<file path="src/rtl/uart_pkg.sv">
// ---------------------------------------------------------------------------
// uart_pkg
// Shared types and constants for the UART RX register-side logic.
//   rx_if_state_t    : RBR prefetch FSM states
//   LSR_*            : line-status register bit positions
//   RX_TIMEOUT_CHARS : default character-timeout threshold
// ---------------------------------------------------------------------------
package uart_pkg;

  typedef enum logic [1:0] {
    EMPTY = 2'd0,
    FETCH = 2'd1,
    HOLD  = 2'd2
  } rx_if_state_t;

  localparam int unsigned LSR_DR = 0;
  localparam int unsigned LSR_OE = 1;
  localparam int unsigned LSR_FE = 3;

  localparam int unsigned RX_TIMEOUT_CHARS = 4;

endpackage : uart_pkg

</file>
<file path="src/rtl/bit_sync.sv">
// ---------------------------------------------------------------------------
// bit_sync
// Multi-flop synchroniser for a single level crossing into clk's domain.
//   clk  : destination clock
//   rst  : asynchronous active-high reset, clears all stages
//   d    : asynchronous level in
//   q    : synchronised level out (STAGES cycles of latency)
// ---------------------------------------------------------------------------
module bit_sync #(
  parameter int unsigned STAGES = 2
) (
  input  logic clk,
  input  logic rst,
  input  logic d,
  output logic q
);

  logic [STAGES-1:0] sync_q;

  // Shift chain; stage 0 is the metastability-catching flop.
  always_ff @(posedge clk or posedge rst) begin
    if (rst) begin
      sync_q <= '0;
    end else begin
      sync_q <= {sync_q[STAGES-2:0], d};
    end
  end

  assign q = sync_q[STAGES-1];

endmodule : bit_sync

</file>
<file path="src/rtl/uart_rx_reg_if.sv">
// ---------------------------------------------------------------------------
// uart_rx_reg_if
// Register-side consumer of the UART RX path (rd_clk domain). Prefetches
// bytes from the RX async FIFO into the receive holding register, keeps
// sticky frame/overrun status and raises the RX interrupt.
//   rd_clk, rd_rst          : clock, asynchronous active-high reset
//   fifo_rd_data/_empty/_en : RX FIFO read port (data valid cycle after _en)
//   clear                   : software RX flush pulse
//   rbr_rd, rbr_data        : host read strobe and holding register
//   data_ready              : RBR holds an unread byte
//   lsr_rd, lsr_fe, lsr_oe  : LSR read strobe and sticky error bits
//   frame/overrun_error_async : uart_clk-domain error levels
//   char_tick, timeout      : character-time pulse and timeout status
//   ier_rx/_to/_err, irq    : interrupt enables and registered interrupt
// ---------------------------------------------------------------------------
module uart_rx_reg_if
  import uart_pkg::*;
#(
  parameter int unsigned DATA_WIDTH    = 8,
  parameter int unsigned TIMEOUT_CHARS = RX_TIMEOUT_CHARS,
  parameter int unsigned TO_CNT_W      = 3
) (
  input  logic                  rd_clk,
  input  logic                  rd_rst,
  input  logic [DATA_WIDTH-1:0] fifo_rd_data,
  input  logic                  fifo_rd_empty,
  output logic                  fifo_rd_en,
  input  logic                  clear,
  input  logic                  rbr_rd,
  output logic [DATA_WIDTH-1:0] rbr_data,
  output logic                  data_ready,
  input  logic                  lsr_rd,
  input  logic                  frame_error_async,
  input  logic                  overrun_error_async,
  output logic                  lsr_fe,
  output logic                  lsr_oe,
  input  logic                  char_tick,
  input  logic                  ier_rx,
  input  logic                  ier_to,
  input  logic                  ier_err,
  output logic                  timeout,
  output logic                  irq
);

  localparam logic [TO_CNT_W-1:0] TO_MAX = TO_CNT_W'(TIMEOUT_CHARS);

  rx_if_state_t        state;
  rx_if_state_t        state_nxt;
  logic                load_rbr;
  logic [TO_CNT_W-1:0] to_cnt;
  logic [TO_CNT_W-1:0] to_cnt_nxt;
  logic                fe_sync;
  logic                oe_sync;
  logic                fe_sync_d;
  logic                oe_sync_d;
  logic                fe_rise;
  logic                oe_rise;

  // State register.
  always_ff @(posedge rd_clk or posedge rd_rst) begin
    if (rd_rst) begin
      state <= EMPTY;
    end else begin
      state <= state_nxt;
    end
  end

  // Next state and pop strobe; fifo_rd_en must be a same-cycle strobe to the FIFO.
  always_comb begin
    state_nxt  = state;
    fifo_rd_en = 1'b0;
    load_rbr   = 1'b0;
    case (state)
      EMPTY: begin
        if (!fifo_rd_empty && !clear) begin
          fifo_rd_en = 1'b1;
          state_nxt  = FETCH;
        end
      end
      FETCH: begin
        load_rbr  = 1'b1;
        state_nxt = HOLD;
      end
      HOLD: begin
        if (rbr_rd) begin
          if (!fifo_rd_empty && !clear) begin
            fifo_rd_en = 1'b1;
            state_nxt  = FETCH;
          end else begin
            state_nxt = EMPTY;
          end
        end
      end
      default: state_nxt = EMPTY;
    endcase
    // A flush drops any in-flight byte; rbr_data keeps its last value.
    if (clear) begin
      state_nxt = EMPTY;
      load_rbr  = 1'b0;
    end
  end

  // Holding register and its valid flag.
  always_ff @(posedge rd_clk or posedge rd_rst) begin
    if (rd_rst) begin
      rbr_data   <= '0;
      data_ready <= 1'b0;
    end else begin
      if (load_rbr) begin
        rbr_data <= fifo_rd_data;
      end
      if (clear) begin
        data_ready <= 1'b0;
      end else if (load_rbr) begin
        data_ready <= 1'b1;
      end else if (state == HOLD && rbr_rd) begin
        data_ready <= 1'b0;
      end
    end
  end

  // Inactivity counter: only runs while there is something unread.
  always_comb begin
    to_cnt_nxt = to_cnt;
    if (clear || rbr_rd || fifo_rd_en || (!data_ready && fifo_rd_empty)) begin
      to_cnt_nxt = '0;
    end else if (char_tick && to_cnt != TO_MAX) begin
      to_cnt_nxt = to_cnt + TO_CNT_W'(1);
    end
  end

  always_ff @(posedge rd_clk or posedge rd_rst) begin
    if (rd_rst) begin
      to_cnt  <= '0;
      timeout <= 1'b0;
    end else begin
      to_cnt  <= to_cnt_nxt;
      timeout <= (to_cnt_nxt == TO_MAX);
    end
  end

  // Error levels crossing from uart_clk.
  bit_sync #(.STAGES(2)) u_fe_sync (
    .clk (rd_clk),
    .rst (rd_rst),
    .d   (frame_error_async),
    .q   (fe_sync)
  );

  bit_sync #(.STAGES(2)) u_oe_sync (
    .clk (rd_clk),
    .rst (rd_rst),
    .d   (overrun_error_async),
    .q   (oe_sync)
  );

  assign fe_rise = fe_sync & ~fe_sync_d;
  assign oe_rise = oe_sync & ~oe_sync_d;

  // Sticky status; a new rising edge beats a simultaneous LSR read.
  always_ff @(posedge rd_clk or posedge rd_rst) begin
    if (rd_rst) begin
      fe_sync_d <= 1'b0;
      oe_sync_d <= 1'b0;
      lsr_fe    <= 1'b0;
      lsr_oe    <= 1'b0;
    end else begin
      fe_sync_d <= fe_sync;
      oe_sync_d <= oe_sync;
      if (fe_rise) begin
        lsr_fe <= 1'b1;
      end else if (lsr_rd) begin
        lsr_fe <= 1'b0;
      end
      if (oe_rise) begin
        lsr_oe <= 1'b1;
      end else if (lsr_rd) begin
        lsr_oe <= 1'b0;
      end
    end
  end

  // Interrupt, one cycle behind its registered sources.
  always_ff @(posedge rd_clk or posedge rd_rst) begin
    if (rd_rst) begin
      irq <= 1'b0;
    end else begin
      irq <= (ier_rx & data_ready) | (ier_to & timeout) | (ier_err & (lsr_fe | lsr_oe));
    end
  end

endmodule : uart_rx_reg_if

</file>
<file path="config.mk">
export PLATFORM = sky130hd
export DESIGN_NAME = uart_rx_reg_if
export DESIGN_NICKNAME = d
export VERILOG_FILES = /design/src/rtl/uart_pkg.sv /design/src/rtl/bit_sync.sv /design/src/rtl/uart_rx_reg_if.sv
export SDC_FILE = /design/constraint.sdc
export NUM_CORES = 1
export LEC_CHECK = 0
export ABC_AREA = 1
export CORE_UTILIZATION = 39
export CTS_CLUSTER_SIZE = 12
export DETAILED_ROUTE_END_ITERATION = 8
export GPL_TIMING_DRIVEN = 0
export PLACE_DENSITY = 0.83
export SYNTH_ARGS = -nofsm -noshare
export SYNTH_HDL_FRONTEND = slang
export SYNTH_SLANG_ARGS = --single-unit
</file>
<file path="constraint.sdc">
create_clock -name rd_clk -period 1.1 [get_ports rd_clk]
set_clock_uncertainty 0.05 [all_clocks]
set_input_delay 0.22 -clock rd_clk [delete_from_list [all_inputs] [get_ports rd_clk]]
set_output_delay 0.22 -clock rd_clk [all_outputs]
set_load 0.01 [all_outputs]
</file>
### After elaboration in Yosys (flattened, before gate mapping)

Index checks and enable logic that the tools add are counted.

| operators by class | value |
|---|---|
| add/subtract/negate cells | 1 |
| equality and inequality tests | 6 |
| multiplexer cells | 18 |
| bitwise gates (word level) | 10 |
| reductions and logical operators | 15 |

Operator list:

| kind | count |
|---|---|
| 1-bit two-way mux | 11 |
| 3-bit != test (second input constant) | 3 |
| 2-bit two-way mux | 3 |
| 3-bit two-way mux | 2 |
| 2-bit one-hot mux with 3 select lines | 1 |
| 1-bit bitwise AND | 5 |
| 1-bit logical AND | 4 |
| 2-bit nonzero test | 2 |
| 3-bit by 1-bit adder with 3-bit output (second input constant) | 1 |
| 3-bit equality test (second input constant) | 1 |
| 1-bit logical NOT | 3 |
| 1-bit logical OR | 3 |
| 1-bit OR | 3 |
| 3-bit nonzero test | 1 |
| 2-bit by 1-bit equality test with 1-bit output (second input constant) | 1 |
| 2-bit equality test (second input constant) | 1 |
| 2-bit logical NOT | 1 |
| 1-bit inverter | 2 |
| 1-bit one-hot mux with 2 select lines | 1 |
| 2-bit AND reduction | 1 |

| storage, ports and cells | value |
|---|---|
| register bits | 24 |
| bits of input ports | 20 |
| word-level logic and storage cells | 62 |

### Longest topological paths before layout

| logic depth | value |
|---|---|
| depth in word-level cells | 9 |
| gate-level depth with buffers | 9 |
| gate-level depth less buffers | 9 |

### Modules after synthesis

Synthesis repeated with hierarchy kept, for this count alone.

| second synthesis, totals | value |
|---|---|
| cells, all modules | 105 |
| area, all modules | 1,019.7 µm² |

By module, submodules not included:

| module | instances | cells each | area an instance (µm²) | sequential area each (µm²) |
|---|---|---|---|---|
| uart_rx_reg_if | 1 | 99 | 912.1 | 500.5 |
| bit_sync | 2 | 3 | 53.8 | 50.0 |

### Worst setup path after synthesis

OpenSTA, ideal clock, no wires.

| timing path | value |
|---|---|
| path type | register to register |
| start point | register to_cnt[0] |
| end point | register timeout |
| setup time | 0.069 ns |
| data arrival time | 1.048 ns |
| required time | 0.981 ns |
| setup slack | -0.067 ns |
| cell stages (with the launch flop) | 10 |
| path buffers | 0 |
| clock period less this slack | 1.167 ns |
| path through | dfrtp_1 -> inv_1 -> ha_1 -> nand2_1 -> nand2_1 -> nand2_1 -> nand2_1 -> inv_1 -> nand2_1 -> nor2_2 |

| on the way | value |
|---|---|
| longest elaborated chain between the ends | 5 |

RTL lines:

| element | RTL line | source |
|---|---|---|
| from (decl) | uart_rx_reg_if.sv:50 | `logic [TO_CNT_W-1:0] to_cnt;` |
| from (signal assigned) | uart_rx_reg_if.sv:137 | `to_cnt <= to_cnt_nxt;` |
| parallel branches: the longest is 2 deep, another holds 3-bit by 1-bit adder with 3-bit output | -- |  |
| 3-bit two-way mux (*) | uart_rx_reg_if.sv:127 | `end else if (char_tick && to_cnt != TO_MAX) begin` |
| 3-bit two-way mux (*) | uart_rx_reg_if.sv:125 | `if (clear \|\| rbr_rd \|\| fifo_rd_en \|\| (!data_ready && fifo_rd_empty)) begin` |
| 3-bit equality test (*) | uart_rx_reg_if.sv:138 | `timeout <= (to_cnt_nxt == TO_MAX);` |
| to (signal assigned) | uart_rx_reg_if.sv:138 |  |
| to (decl) | uart_rx_reg_if.sv:41 | `output logic timeout,` |

Every way passes the cells marked *.
A chain may end at the register's enable or synchronous reset.

### Final worst setup path

| timing path | value |
|---|---|
| start point | input rbr_rd |
| end point | output fifo_rd_en |

| on the way | value |
|---|---|
| longest elaborated chain between the ends | 2 |

RTL lines:

| element | RTL line | source |
|---|---|---|
| from (decl) | uart_rx_reg_if.sv:29 | `input logic rbr_rd,` |
| 1-bit two-way mux | uart_rx_reg_if.sv:85 | `if (rbr_rd) begin` |
| 1-bit one-hot mux with 2 select lines | uart_rx_reg_if.sv:73 | `case (state)` |
| to (decl) | uart_rx_reg_if.sv:27 | `output logic fifo_rd_en,` |

No other way between the ends.

==> results.md <==
- Routed length per placed instance: 12.2 um
- FP Rows: 18
- CTS Buffer Depth: 2
- Syn_nets: 125
- Power Total: between 2 and 2.5 mW
- Pre-Repair DR Iteration Count: 5
- Worst EP arrival: ~1100 ps
- Antenna-violating nets left: 0
- Antenna Cells: 0
- Synth Register Bits: 24
- Post-synthesis cell count: between 100 and 150
- DIE HEIGHT: about 53 um
- Sequential area share after synthesis: a little under 60%
- CTS hold repair buffers: 0
- Total number of vias: 880
- Routability cong.: approximately 0.69
- DRC viols: 0
- Mean Syn Cell Area: between 9 and 10 um2
- Fin. Hold Viols: 0
- Worst Setup End Kind: output port
- Total Routing Usage GR: roughly 17%
- Fin crit share: 123%
- Die area: about 2800 um2
- Int Power: approximately 1.6 mW
- Tightest Pin Transition: approximately 500 ps
- Final min period: ~1400 ps
- Port buffer count: 33
- Max FO, Critical Path: 3
- Clock Power Share: roughly 30%
- Hold WS: about 220 ps
- Final-layout fill cell count: about 210
- GRT overflow: 0
- Grt met3 use: roughly 3.2%
- DRC violation total after the first TritonRoute iteration: 8
- Layout cells sized above 1: 39.4%
- FF/Latch Area: roughly 600 um2
- H-tree Lvls: 1
- Maximum vdd ir drop: 865 uV
- Number of global-route vias before repair: around 800
- Multi-input logic area: 365 um2
- Nets: approximately 180
- Dominant cell type by area after synthesis: dfrtp_1
- Post-layout util: a little under two thirds
- Yosys Warn Count: 0
- Initial antenna violation count: 0
- CP startpoint kind: primary input
- Latest clock arrival within the worst-skew pair: 300 ps
- Area grow syn2layout: 54.8%
- Combinational fraction of design power: between 20 and 25%
- Gr busiest metal: met2
- Met2 Resource Use GR: 30.4%
- IO Pins: 34
- P_sw: between 0.5 and 0.6 mW
- PwrDens: ~1300 nW/um2
- Library cells used by synthesis: 18
- Total Routed Length: about 2300 um
- DP HPWL: between 1000 and 1500 um
- Clock Sinks: 24
- Clk slew on worst S/H paths: 120 ps
- CTS tree: built
- Core ar.: about 2500 um2
- Synth top area share: between 50% and 60%
- Starting density of the core: about two fifths
- Met1 Use GR: between 20% and 30%
- Global-route wire length before repair: roughly 3400 um
- Worst path required time: ~830 ps
- Top cells by area, synth: dfrtp_1 59%, inv_1 8.6%, nand2_1 8.2%, o21ai_2 6.9%, ha_1 2.5%
- Post-Syn Area: between 1000 and 1500 um2
- Root Driver: clkbuf_4
- Die width: about 53 um
- Max-slew violations: 0
- Switch share: between 20% and 30%
- CTS buffer count: 3
- Largest net degree at the start of global routing: 25
- Relative slew margins: between 60 and 70%
- Outcome: finished, violations left
- RSZ-0062 raised after global routing: true
- Sequential power share: 49.0%
- P_leak: 0.810 nW
- Worst Setup Path Type: in -> out
- Hold crit path type: in -> async
- Final setup violation count: 27
- Failing checks: negative setup slack
- Max Fclk: 739 MHz
- Vias per std cell: 4.76
- Final Worst Setup Slack: -253 ps
- Maxcap violations: 0
[cell type report]
class,instances,area share (%)
sequential,24,38.4
tap,30,2.40
multi-input combinational,54,23.4
buffer,1,0.961
inverter,25,6.57
clock inverter,1,1.92
clock buffer,3,1.44
timing repair buffer,47,24.9
[logic make-up (layout without fill, tap and decap cells)]
kind of cell / count (synthesis) / count (layout) / share of synthesized area (%)
AND/OR/NAND/NOR: 38 / 39 / 17.7
AO/OA/AOI/OAI: 13 / 13 / 9.91
flip-flops: 24 / 24 / 59.5
adder cells (fa/ha/maj): 2 / 2 / 2.48
buffers and inverters: 26 / 77 / 10.4
[cell usage after synthesis]
master,number
inv_2,2
nor2_1,5
buf_6,1
nor2_2,1
o21ai_0,2
ha_1,2
dfrtp_1,24
nand2_1,22
nand3_4,1
nor3_1,1
nand3_1,4
o21ai_2,8
o31ai_1,1
nand2_2,2
nand3_2,1
nand4_1,1
inv_1,23
o22ai_1,2
[per-layer routing]
layer	wire, um	part of all wire [%]
met5	0	0
met4	12	0.53
met3	149	6.6
met2	1200	53
met1	891	40
[state kept, by name, indices dropped and copies added, names as in the netlist]
register and count:
state 2, rbr_data 8, u_fe_sync.sync_q 2, timeout 1, fe_sync_d 1, to_cnt 3, data_ready 1, irq 1
lsr_fe 1, oe_sync_d 1, u_oe_sync.sync_q 2, lsr_oe 1
[final timing paths]
| check | startpoint | end | slack [ps] | depth (start not counted) |
|---|---|---|---|---|
| worst max-delay path | rbr_rd | fifo_rd_en | -250 | 6 |
| worst min-delay path | rd_rst | rbr_data[5]$_DFFE_PP0P_ | 220 | 2 |
| worst max register to register | state[1]$_DFFE_PP0P_ | timeout$_DFF_PP0_ | -130 | 8 |
| worst min register to register | u_fe_sync.sync_q[0]$_DFF_PP0_ | u_fe_sync.sync_q[1]$_DFF_PP0_ | 310 | 0 |
| max in group asynchronous | rd_rst | irq$_DFF_PP0_ | 480 | 2 |
| min in group rd_clk | clear | state[1]$_DFFE_PP0P_ | 240 | 2 |
[power groups by stage]
stage / logic [mW] / clock network, mW / registers (mW)
after floorplan: 0.157 / 0 / 1.08
after global placement: 0.445 / 0 / 1.05
after detailed placement: 0.459 / 0 / 1.05
after CTS: 0.420 / 0.638 / 1.03
after global routing: 0.495 / 0.671 / 1.04
final: 0.453 / 0.619 / 1.03
[critical path: stages]
cell	delay, ps
clkdlybuf4s50_1	450
inv_1	70
nand2_2	90
nand3_2	80
inv_1	50
buf_2	120
[placed cells by master, fill, tap and decap left out, types with 5 or more instances in the layout]
cell and instances:
o21ai_2 9, buf_4 11, clkdlybuf4s50_1 18, inv_2 5, inv_1 18, nand2_1 19, dfrtp_1 24, nor2_1 5
buf_2 14
[repair_timing]
item                                   4_1_cts  5_1_grt
pin swaps                                    3        4
cloned                                       0        2
setup buffers                                8        5
endpoints found under the hold margin        0        0
gates resized for setup                     69        8
setup endpoints to repair                   18       52
[stage by stage]
stage	TNS, ps	instances	instance area [um2]	worst slack (ps)
6_report	-1210	185	1560	-253
5_1_grt	-2200	185	1560	-289
4_1_cts	-771	178	1470	-248
3_5_place_dp	-11500	166	1380	-700
3_3_place_gp	-10180	166	1380	-679
2_1_floorplan	-23.0	103	1010	-23.0
Note: power is estimated with default switching activity, not from simulation.
